--- config.mk ---
export PLATFORM = sky130hd
export DESIGN_NAME = people_move_control
export DESIGN_NICKNAME = d
export VERILOG_FILES = /design/src/rtl/people_move_control.sv
export SDC_FILE = /design/constraint.sdc
export NUM_CORES = 1
export LEC_CHECK = 0
export ABC_AREA = 1
export CELL_PAD_IN_SITES_DETAIL_PLACEMENT = 0
export CELL_PAD_IN_SITES_GLOBAL_PLACEMENT = 1
export CORE_ASPECT_RATIO = 0.75
export CORE_UTILIZATION = 42
export DETAILED_ROUTE_END_ITERATION = 8
export DONT_BUFFER_PORTS = 1
export PLACE_DENSITY_LB_ADDON = 0.1
export SYNTH_ARGS = -nofsm -noshare
export SYNTH_HDL_FRONTEND = slang
export SYNTH_SLANG_ARGS = --single-unit
export TNS_END_PERCENT = 1
--- constraint.sdc ---
create_clock -name clk -period 1.9 [get_ports clk]
set_input_delay 0.285 -clock clk [delete_from_list [all_inputs] [get_ports clk]]
set_output_delay 0.285 -clock clk [all_outputs]
set_load 0.01 [all_outputs]
--- src/rtl/people_move_control.sv ---
`default_nettype none
// ============================================================================
//  Module   : people_move_control
//  Purpose  : Player sprite position, facing, hit/respawn and lives control,
//             stepped on a slow movement tick while the play stage is active.
//             Define PEOPLE_DIAG_EN to apply vertical and horizontal moves on
//             the same tick (diagonal movement).
//  Revision : 1.0  initial release
// ============================================================================
module people_move_control #(
  parameter int ACTIVE_STAGE = 5,
  parameter int TICK_DIV     = 10_000_000,
  parameter int STEP         = 3,
  parameter int SPAWN_UP     = 330,
  parameter int SPAWN_LEFT   = 100,
  parameter int UP_MIN       = 65,
  parameter int UP_MAX       = 400,
  parameter int LEFT_MIN     = 40,
  parameter int LEFT_MAX     = 560,
  parameter int LIVES        = 3,
  parameter int HIT_TICKS    = 10
) (
  input  logic       clk,
  input  logic       rst_n,
  input  logic [2:0] stage_state,
  input  logic       key_up,
  input  logic       key_down,
  input  logic       key_left,
  input  logic       key_right,
  input  logic       fail,
  output logic [9:0] people_up,
  output logic [9:0] people_left,
  output logic [1:0] dir,
  output logic       visible,
  output logic [1:0] lives,
  output logic       game_over
);

  localparam int CNT_W  = (TICK_DIV > 1) ? $clog2(TICK_DIV) : 1;
  localparam int HOLD_W = $clog2(HIT_TICKS + 1);

  localparam logic [1:0] c_dir_left  = 2'd0;
  localparam logic [1:0] c_dir_right = 2'd1;
  localparam logic [1:0] c_dir_up    = 2'd2;
  localparam logic [1:0] c_dir_down  = 2'd3;

`ifdef PEOPLE_DIAG_EN
  localparam logic c_diag = 1'b1;
`else
  localparam logic c_diag = 1'b0;
`endif

  typedef enum logic [1:0] {
    IDLE = 2'd0,
    PLAY = 2'd1,
    HIT  = 2'd2,
    DEAD = 2'd3
  } state_t;

  state_t            r_state, w_state_nxt;
  logic [CNT_W-1:0]  r_tick_cnt;
  logic              r_fail_d;
  logic [HOLD_W-1:0] r_hold, w_hold_nxt;

  logic [9:0] w_up_nxt, w_left_nxt;
  logic [1:0] w_dir_nxt, w_lives_nxt;
  logic       w_vis_nxt, w_go_nxt;

  logic w_stage_act, w_tick, w_hit;

  assign w_stage_act = (stage_state == 3'(ACTIVE_STAGE));
  assign w_tick      = w_stage_act && (r_tick_cnt == CNT_W'(TICK_DIV - 1));
  assign w_hit       = fail & ~r_fail_d;

  always_ff @(posedge clk or negedge rst_n) begin
    if (!rst_n) begin
      r_tick_cnt <= '0;
      r_fail_d   <= 1'b0;
    end else begin
      r_fail_d <= fail;
      if (!w_stage_act || w_tick) r_tick_cnt <= '0;
      else                        r_tick_cnt <= r_tick_cnt + CNT_W'(1);
    end
  end

  // Clamped one-step candidates; sums carry an 11th bit so nothing wraps at 1023.
  logic [10:0] w_up_sum, w_left_sum;
  logic [9:0]  w_up_dec, w_up_inc, w_left_dec, w_left_inc;

  assign w_up_sum   = {1'b0, people_up} + 11'(STEP);
  assign w_left_sum = {1'b0, people_left} + 11'(STEP);
  assign w_up_dec   = (people_up < 10'(UP_MIN + STEP)) ? 10'(UP_MIN) : people_up - 10'(STEP);
  assign w_up_inc   = (w_up_sum > 11'(UP_MAX)) ? 10'(UP_MAX) : w_up_sum[9:0];
  assign w_left_dec = (people_left < 10'(LEFT_MIN + STEP)) ? 10'(LEFT_MIN) : people_left - 10'(STEP);
  assign w_left_inc = (w_left_sum > 11'(LEFT_MAX)) ? 10'(LEFT_MAX) : w_left_sum[9:0];

  logic       w_do_v, w_do_h;
  logic [9:0] w_up_moved, w_left_moved;
  logic [1:0] w_dir_moved;

  // Opposing keys cancel on their axis; vertical wins unless diagonal moves are on.
  assign w_do_v = key_up ^ key_down;
  assign w_do_h = (key_left ^ key_right) & (c_diag | ~w_do_v);

  assign w_up_moved   = w_do_v ? (key_up ? w_up_dec : w_up_inc) : people_up;
  assign w_left_moved = w_do_h ? (key_left ? w_left_dec : w_left_inc) : people_left;
  assign w_dir_moved  = w_do_v ? (key_up ? c_dir_up : c_dir_down)
                      : w_do_h ? (key_left ? c_dir_left : c_dir_right)
                      : dir;

  always_comb begin
    w_state_nxt = r_state;
    w_up_nxt    = people_up;
    w_left_nxt  = people_left;
    w_dir_nxt   = dir;
    w_vis_nxt   = visible;
    w_lives_nxt = lives;
    w_go_nxt    = game_over;
    w_hold_nxt  = r_hold;

    if (!w_stage_act) begin
      // Leaving the stage restores the entry conditions and outranks any hit.
      w_state_nxt = IDLE;
      w_up_nxt    = 10'(SPAWN_UP);
      w_left_nxt  = 10'(SPAWN_LEFT);
      w_dir_nxt   = c_dir_right;
      w_vis_nxt   = 1'b1;
      w_lives_nxt = 2'(LIVES);
      w_go_nxt    = 1'b0;
      w_hold_nxt  = '0;
    end else begin
      case (r_state)
        IDLE: w_state_nxt = PLAY;
        PLAY: begin
          if (w_hit) begin
            if (lives > 2'd1) begin
              w_state_nxt = HIT;
              w_lives_nxt = lives - 2'd1;
              w_up_nxt    = 10'(SPAWN_UP);
              w_left_nxt  = 10'(SPAWN_LEFT);
              w_dir_nxt   = c_dir_right;
              w_vis_nxt   = 1'b1;
              w_hold_nxt  = HOLD_W'(HIT_TICKS);
            end else begin
              w_state_nxt = DEAD;
              w_lives_nxt = 2'd0;
              w_go_nxt    = 1'b1;
              w_vis_nxt   = 1'b1;
            end
          end else if (w_tick) begin
            w_up_nxt   = w_up_moved;
            w_left_nxt = w_left_moved;
            w_dir_nxt  = w_dir_moved;
          end
        end
        HIT: begin
          if (w_tick) begin
            if (r_hold <= HOLD_W'(1)) begin
              w_state_nxt = PLAY;
              w_hold_nxt  = '0;
              w_vis_nxt   = 1'b1;
            end else begin
              w_hold_nxt = r_hold - HOLD_W'(1);
              w_vis_nxt  = ~visible;
            end
          end
        end
        DEAD: w_state_nxt = DEAD;
        default: w_state_nxt = IDLE;
      endcase
    end
  end

  always_ff @(posedge clk or negedge rst_n) begin
    if (!rst_n) begin
      r_state     <= IDLE;
      r_hold      <= '0;
      people_up   <= 10'(SPAWN_UP);
      people_left <= 10'(SPAWN_LEFT);
      dir         <= c_dir_right;
      visible     <= 1'b1;
      lives       <= 2'(LIVES);
      game_over   <= 1'b0;
    end else begin
      r_state     <= w_state_nxt;
      r_hold      <= w_hold_nxt;
      people_up   <= w_up_nxt;
      people_left <= w_left_nxt;
      dir         <= w_dir_nxt;
      visible     <= w_vis_nxt;
      lives       <= w_lives_nxt;
      game_over   <= w_go_nxt;
    end
  end

endmodule
`default_nettype wire

==> summary.md, run 1 <==
| Metric | Value |
|---|---|
| Post-route ant nets | 0 |
| # Max-Cap Violations | 0 |
| Max Clk Rate | 0.549 GHz |
| Share of cells above drive strength 1 | 0.246 |
| WL/cell | between 10 and 15 µm |
| Worst Path Max Fanout | 5 |
| Synth cell types | 46 |
| Final Slew Violations | 0 |
| Drt pass-1 iters | 5 |
| Layout Area Growth over Synthesis | 22.0% |
| Post-Place Worst Slack | -0.0540 ns |
| N_diodes | 0 |
| Die Outline Area | between 10000 and 15000 µm² |
| Leakage | 0.00236 µW |
| Vias per inst | roughly 5.1 |
| Post-synthesis cell area | ~4000 µm² |
| CTS tree | done |
| Core Util, Final | 0.540 |
| Final Hold Viols | 0 |
| Initial cell density of the core | 0.442 |
| Routability cong. | ~0.87 |
| Largest stage delay, worst path | between 0.5 and 0.6 ns |
| Main area contributors after synthesis | dfrtp_1 28%, nand2_1 12%, dfstp_2 7.1% |
| Final WS setup | around 0.080 ns |
| Clock Pin Slew Worst Setup and Hold Paths | 0.05 ns |
| Crit path kind | flop to flop |
| Dominant synthesized flop cell | dfrtp_1 |
| Asr flop ratio synth | 1.00 |
| Cts bufs inserted | 9 |
| Footprint of the multi-input gates | between 2000 and 2500 µm² |
| Post-Synthesis Cells | between 500 and 600 |
| Die Y-Extent | between 80 and 90 µm |
| Hold Crit Class | input pin to flop |
| CTS H-tree depth | 3 |
| Total number of vias | 3765 |
| RSZ-0062 raised after global routing | yes |
| Biggest area consumer among synthesized cells | dfrtp_1 |
| Data arrival time of the critical path | between 2 and 2.5 ns |
| Register area | roughly 1400 µm² |
| Pin count of the biggest net entering global routing | between 50 and 60 |
| EDFF count, synth | 0 |
| Syn_area_per_cell | 7.22 µm² |
| Number of synthesized register bits | 57 |
| All-Layer GR Usage | 0.222 |
| Peak VDD IR | 0.475 mV |
| TNS Setup | 0 ns |
| Placement Rows | 30 |
| Sequential share of the synthesized area | 0.353 |
| Final setup fails | 0 |
| Synth Net Count | approximately 600 |
| CP dominant cell by count | nand2_2 |
| Core Box Area | ~9200 µm² |
| Critical path's slowest cell | dfstp_2 |
| Fillers | roughly 900 |
| Io pins | 36 |
| Total design power | 3180 µW |
| CP cell instances | inv_2 > ha_4 > nor2_4 > nand3_4 > o21ai_2 > nand2_2 > nor2_2 > nand2_2 > nand2_2 > nand2_2 > nand3b_1 > nand2_1 |
| Fin crit share | 0.958 |
| Clk root buf | clkbuf_16 |
| Post-route clock skew | between 0.007 and 0.008 ns |
| Slew @ Worst Pin | 0.403 ns |
| Final WL | 10400 µm |
| Hpwl dp | between 7000 and 8000 µm |
| Nets | 629 |
| Crit end category | flop |
| First-pass GRT wire length | between 15000 and 20000 µm |
| YS warnings | 0 |
| Top-area cell type share of the netlist area | 0.282 |
| Initial antenna violation count | 0 |
| PwrDens | between 600 and 700 nW/µm² |
| Port bufs | 0 |
| Most instantiated cells after synthesis | 129 x nand2_1, 72 x nor2_1, 66 x inv_1 |
| Nature of the critical path startpoint | flop |
| Die span in x | 116 µm |
| Status | finished, final reports clean |
| Vias in the first global route | between 3000 and 4000 |
| Total gr overflow | 0 |
| Clock latency on the worst-skew pair | about 0.32 ns |
| DRC | 0 |
| CTS Buffer Depth | 2 |
| Max_slew headroom | 0.731 |
| Initial DRC Count | around 240 |
| Clock sink count | 57 |
| Top-count cell post-synth | nand2_1 |
| Fin crit period | between 1.5 and 2 ns |
| Worst EP required | 2.11 ns |
[power breakdown]
part | total (µW) | internal [µW] | switching, µW
clock | 1680 | 1120 | 562
combinational | 237 | 86.0 | 151
sequential | 1260 | 1240 | 20.6
total | 3180 | 2450 | 733
[cell families (layout without fill, tap and decap cells)]
family	count (synthesis)	after routing	share of synthesized area
flip-flops	57	57	0.353
XOR/XNOR	19	19	0.0407
adder cells (fa/ha/maj)	9	9	0.0276
buffers and inverters	89	138	0.0888
AO/OA/AOI/OAI	83	83	0.125
AND/OR/NAND/NOR	309	309	0.365
[final timing paths]
path	startpoint	to	cells after the start	slack, ns
min in group asynchronous	rst_n	people_left[3]$_DFFE_PN0P_	2	0.50
min reg2reg	r_tick_cnt[0]$_DFF_PN0_	r_tick_cnt[0]$_DFF_PN0_	1	0.47
max	people_up[1]$_DFFE_PN1P_	people_up[2]$_DFFE_PN0P_	12	0.08
max reg2reg	people_up[1]$_DFFE_PN1P_	people_up[2]$_DFFE_PN0P_	12	0.08
max in group asynchronous	rst_n	dir[0]$_DFFE_PN1P_	2	1.10
min	key_up	people_up[9]$_DFFE_PN0P_	2	0.13
[sequential cells by signal, summed over array words and instances, names as in the netlist, 2 cells and up]
| signal | cells |
|---|---|
| people_up | 10 |
| r_state | 2 |
| people_left | 10 |
| r_tick_cnt | 24 |
| lives | 2 |
| r_hold | 4 |
| dir | 2 |
[per-layer routing]
metal  up-vias  global-route usage  share of wire
li1       1930                   -              -
met1      1748               0.324           0.53
met2        77               0.326           0.42
met3        10              0.0445          0.040
met4         0              0.0723          0.012
met5         -                   0              0
[per-stage QoR]
| step | std cells | hold WS (ns) | instance area, µm² |
|---|---|---|---|
| 6_report | 743 | 0.127 | 4980 |
| 5_1_grt | 743 | 0.126 | 4980 |
| 4_1_cts | 741 | 0.114 | 4820 |
| 3_5_place_dp | 722 | -0.00878 | 4460 |
| 3_3_place_gp | 722 | -0.00857 | 4460 |
| 2_1_floorplan | 566 | -0.0106 | 4080 |
[cell type report]
type                    count  area share
clock inverters             2     0.00703
inverters                  81      0.0615
repair buffers             41      0.0668
multi-input cells         420       0.488
well taps                 128      0.0321
clock buffers              14      0.0550
flip-flops and latches     57       0.289
[critical path: cells and delay by family (launching register included)]
kind	cells	cell delay, ns
flip-flops	1	0.53
AO/OA/AOI/OAI	1	0.17
buffers and inverters	1	0.05
AND/OR/NAND/NOR	9	0.81
adder cells (fa/ha/maj)	1	0.16
[timing repair]
action	in CTS	in global routing
resized for setup	3	36
pin swaps	1	13
setup endpoints to repair	4	20
hold buffers	3	0
endpoints found under the hold margin	58	0
buffers inserted	0	2
[cells in the final DEF (no fill, tap or decap), drive strengths merged, types with 2 or more instances in the layout]
| cell type | Yosys | layout |
|---|---|---|
| dfrtp | 46 | 46 |
| dlygate4sd3 | 0 | 2 |
| nand3b | 3 | 3 |
| a31oi | 5 | 5 |
| xor2 | 15 | 15 |
| o21ai | 33 | 33 |
| o211ai | 3 | 3 |
| o21a | 4 | 4 |
| nor3 | 18 | 18 |
| dfstp | 11 | 11 |
| nand3 | 31 | 31 |
| nor4 | 3 | 3 |
| ha | 9 | 9 |
| inv | 78 | 78 |
| nand4 | 18 | 18 |
| nor2 | 89 | 89 |
| o31ai | 4 | 4 |
| buf | 8 | 39 |
| xnor2 | 4 | 4 |
| a21oi | 27 | 27 |
| clkbuf | 0 | 14 |
| clkinv | 3 | 4 |
| nand2 | 144 | 144 |
Note: power is estimated with default switching activity, not from simulation.
==> run 2: changes to the inputs <==
CAP_MARGIN = 20   (was not set)
==> results of run 2 <==
The final DEF is identical to that of run 1; final timing and power are the same.
==> run 3: changes to the inputs <==
CAP_MARGIN = not set   (was 20)
CORE_UTILIZATION = 23   (was 42)
==> summary.md, run 3 (synthesis gave the netlist of run 1 again) <==
| Metric | Value |
|---|---|
| Clock latency on the worst-skew pair | roughly 0.34 ns |
| Total design power | around 3000 µW |
| Initial cell density of the core | 0.239 |
| # Max-Cap Violations | 0 |
| PwrDens | 565 nW/µm² |
| Hold_ws | 0.103 ns |
| Data arrival time of the critical path | between 2 and 2.5 ns |
| Peak VDD IR | roughly 0.40 mV |
| Layout Area Growth over Synthesis | 31.4% |
| Met3 usage | 0.0418 |
| Leakage | 0.00251 µW |
| WL/cell | approximately 14 µm |
| Die span in x | approximately 160 µm |
| DRC | 0 |
| Cell area after layout | approximately 5400 µm² |
| Status | finished, final reports clean |
| Nets | approximately 660 |
| Share of power burned in registers | 0.416 |
| RSZ-0062 raised after global routing | yes |
| Drt pass-1 iters | 4 |
| Share of cells above drive strength 1 | 0.298 |
| Largest register by flop count | r_tick_cnt |
| Sw power | between 700 and 800 µW |
| Worst Path Max Fanout | 5 |
| Fillers | 1856 |
| Pin count of the biggest net entering global routing | just under 60 |
| Global Route met1 Usage | 0.217 |
| Fin crit share | 0.974 |
| Initial antenna violation count | 0 |
| N_diodes | 0 |
| Die Outline Area | between 15000 and 20000 µm² |
| CTS tree | done |
| Internal | between 2000 and 2500 µW |
| Worst EP required | about 2.2 ns |
| Final setup fails | 0 |
| Vias in the first global route | 3741 |
| Clk root buf | clkbuf_16 |
| All-Layer GR Usage | 0.146 |
| Crit end category | flop |
| First-pass GRT wire length | approximately 20000 µm |
| CTS H-tree depth | 3 |
| Nature of the critical path startpoint | flop |
| Final Slew Violations | 0 |
| Cts bufs inserted | 9 |
| Top Registers | r_tick_cnt: 24 flops, people_left: 10 flops, people_up: 10 flops |
| Most frequent cells in the layout | 119 x nand2_1, 66 x inv_1, 66 x buf_4 |
| Initial DRC Count | 200 |
| Sw frac | 0.259 |
| Port bufs | 0 |
| Logic gate share of total power | 0.084 |
| Total number of vias | a little under 4000 |
| Routability cong. | around 0.80 |
| Total gr overflow | 0 |
| Post-route ant nets | 0 |
| DP Area | 4790 µm² |
| Hold Crit Class | input pin to flop |
| Die Y-Extent | roughly 120 µm |
| CTS Buffer Depth | 2 |
| Met2 Track Usage GR | 0.199 |
| Max FFs per register | 24 |
| Final WL | approximately 13000 µm |
| Core Util, Final | 0.314 |
| Grt peak-use layer | met1 |
| Vias per inst | ~4.4 |
| Fin crit period | 1.85 ns |
| Hpwl dp | approximately 9400 µm |
| Placement Rows | 41 |
| Io pins | 36 |
| Clock sink count | 57 |
| Clk network pwr share | 0.500 |
| Post-route clock skew | between 0.006 and 0.007 ns |
| Final Hold Viols | 0 |
| Max Clk Rate | about 0.54 GHz |
| Core Box Area | 17100 µm² |
| Crit path kind | flop to flop |
| Clock Pin Slew Worst Setup and Hold Paths | around 0.05 ns |
| Max_slew headroom | 0.737 |
| Slew @ Worst Pin | between 0.3 and 0.4 ns |
| Commonest non-fill, non-tap cell in the layout | nand2_1 |
-- run 3: cell types whose count changed in the layout (fill, tap and decap cells not counted), sizes merged --
cell | before | now
buf | 39 | 68
bufinv | 1 | 0
clkbuf | 14 | 11
clkinv | 4 | 7
clkinvlp | 0 | 1
-- run 3: critical path: stages (launching register included) --
cell and delay (ns):
dfstp_2 0.53, inv_1 0.05, ha_2 0.19, nor2_4 0.14, nand3_4 0.09, o21ai_1 0.15, nand2_1 0.11, nor2_2 0.13
nand2_2 0.08, buf_4 0.14, nand3_1 0.06, nand3_1 0.07, nand2_1 0.06
-- run 3: stage by stage --
| step | TNS [ns] | std cells | worst slack (ns) |
|---|---|---|---|
| after floorplan | 0 | 566 | 0.0326 |
| after global placement | -0.0851 | 855 | -0.0286 |
| after detailed placement | -0.0322 | 855 | -0.0120 |
| after CTS | 0 | 874 | 0.00996 |
| after global routing | -0.801 | 880 | -0.0979 |
| final | 0 | 880 | 0.0497 |
-- run 3: routing by layer --
metal / part of all wire / wire (µm) / vias up
li1: - / - / 1988
met1: 0.54 / 6720 / 1783
met2: 0.41 / 5120 / 64
met3: 0.046 / 576 / 10
met4: 0.010 / 125 / 0
met5: 0 / 0 / -
-- run 3: final cells by class --
cell class / instances / area [µm²] / share of cell area
clock buffers: 11 / 243 / 0.0452
clock inverters: 5 / 31.3 / 0.00583
inverters: 81 / 309 / 0.0576
multi-input cells: 420 / 2480 / 0.462
flip-flops and latches: 57 / 1450 / 0.270
well taps: 236 / 295 / 0.0550
repair buffers: 70 / 563 / 0.105
-- run 3: path summary, 6_finish.rpt --
check / cells after the start / startpoint / slack, ns / end
setup / recovery: 12 / people_up[1]$_DFFE_PN1P_ / 0.05 / people_up[7]$_DFFE_PN0P_
hold reg to reg: 2 / visible$_DFFE_PN1P_ / 0.50 / visible$_DFFE_PN1P_
setup reg to reg: 12 / people_up[1]$_DFFE_PN1P_ / 0.05 / people_up[7]$_DFFE_PN0P_
min in group asynchronous: 2 / rst_n / 0.48 / r_tick_cnt[19]$_DFF_PN0_
max in group asynchronous: 2 / rst_n / 1.12 / visible$_DFFE_PN1P_
hold / removal: 2 / key_up / 0.10 / people_up[9]$_DFFE_PN0P_
-- run 3: power by group through the flow --
stage | Sequential [µW] | Clock (µW) | Combinational (µW)
after floorplan | 1270 | 0 | 159
after global placement | 1280 | 0 | 219
after detailed placement | 1280 | 0 | 217
after CTS | 1260 | 1580 | 257
after global routing | 1260 | 1610 | 291
final | 1260 | 1520 | 254
-- run 3: timing repair --
item / in CTS / in global routing
endpoints found under the setup margin: 7 / 36
pin swaps: 2 / 24
setup buffers: 0 / 6
hold buffers: 3 / 0
gates resized for setup: 1 / 54
hold endpoints to repair: 58 / 0
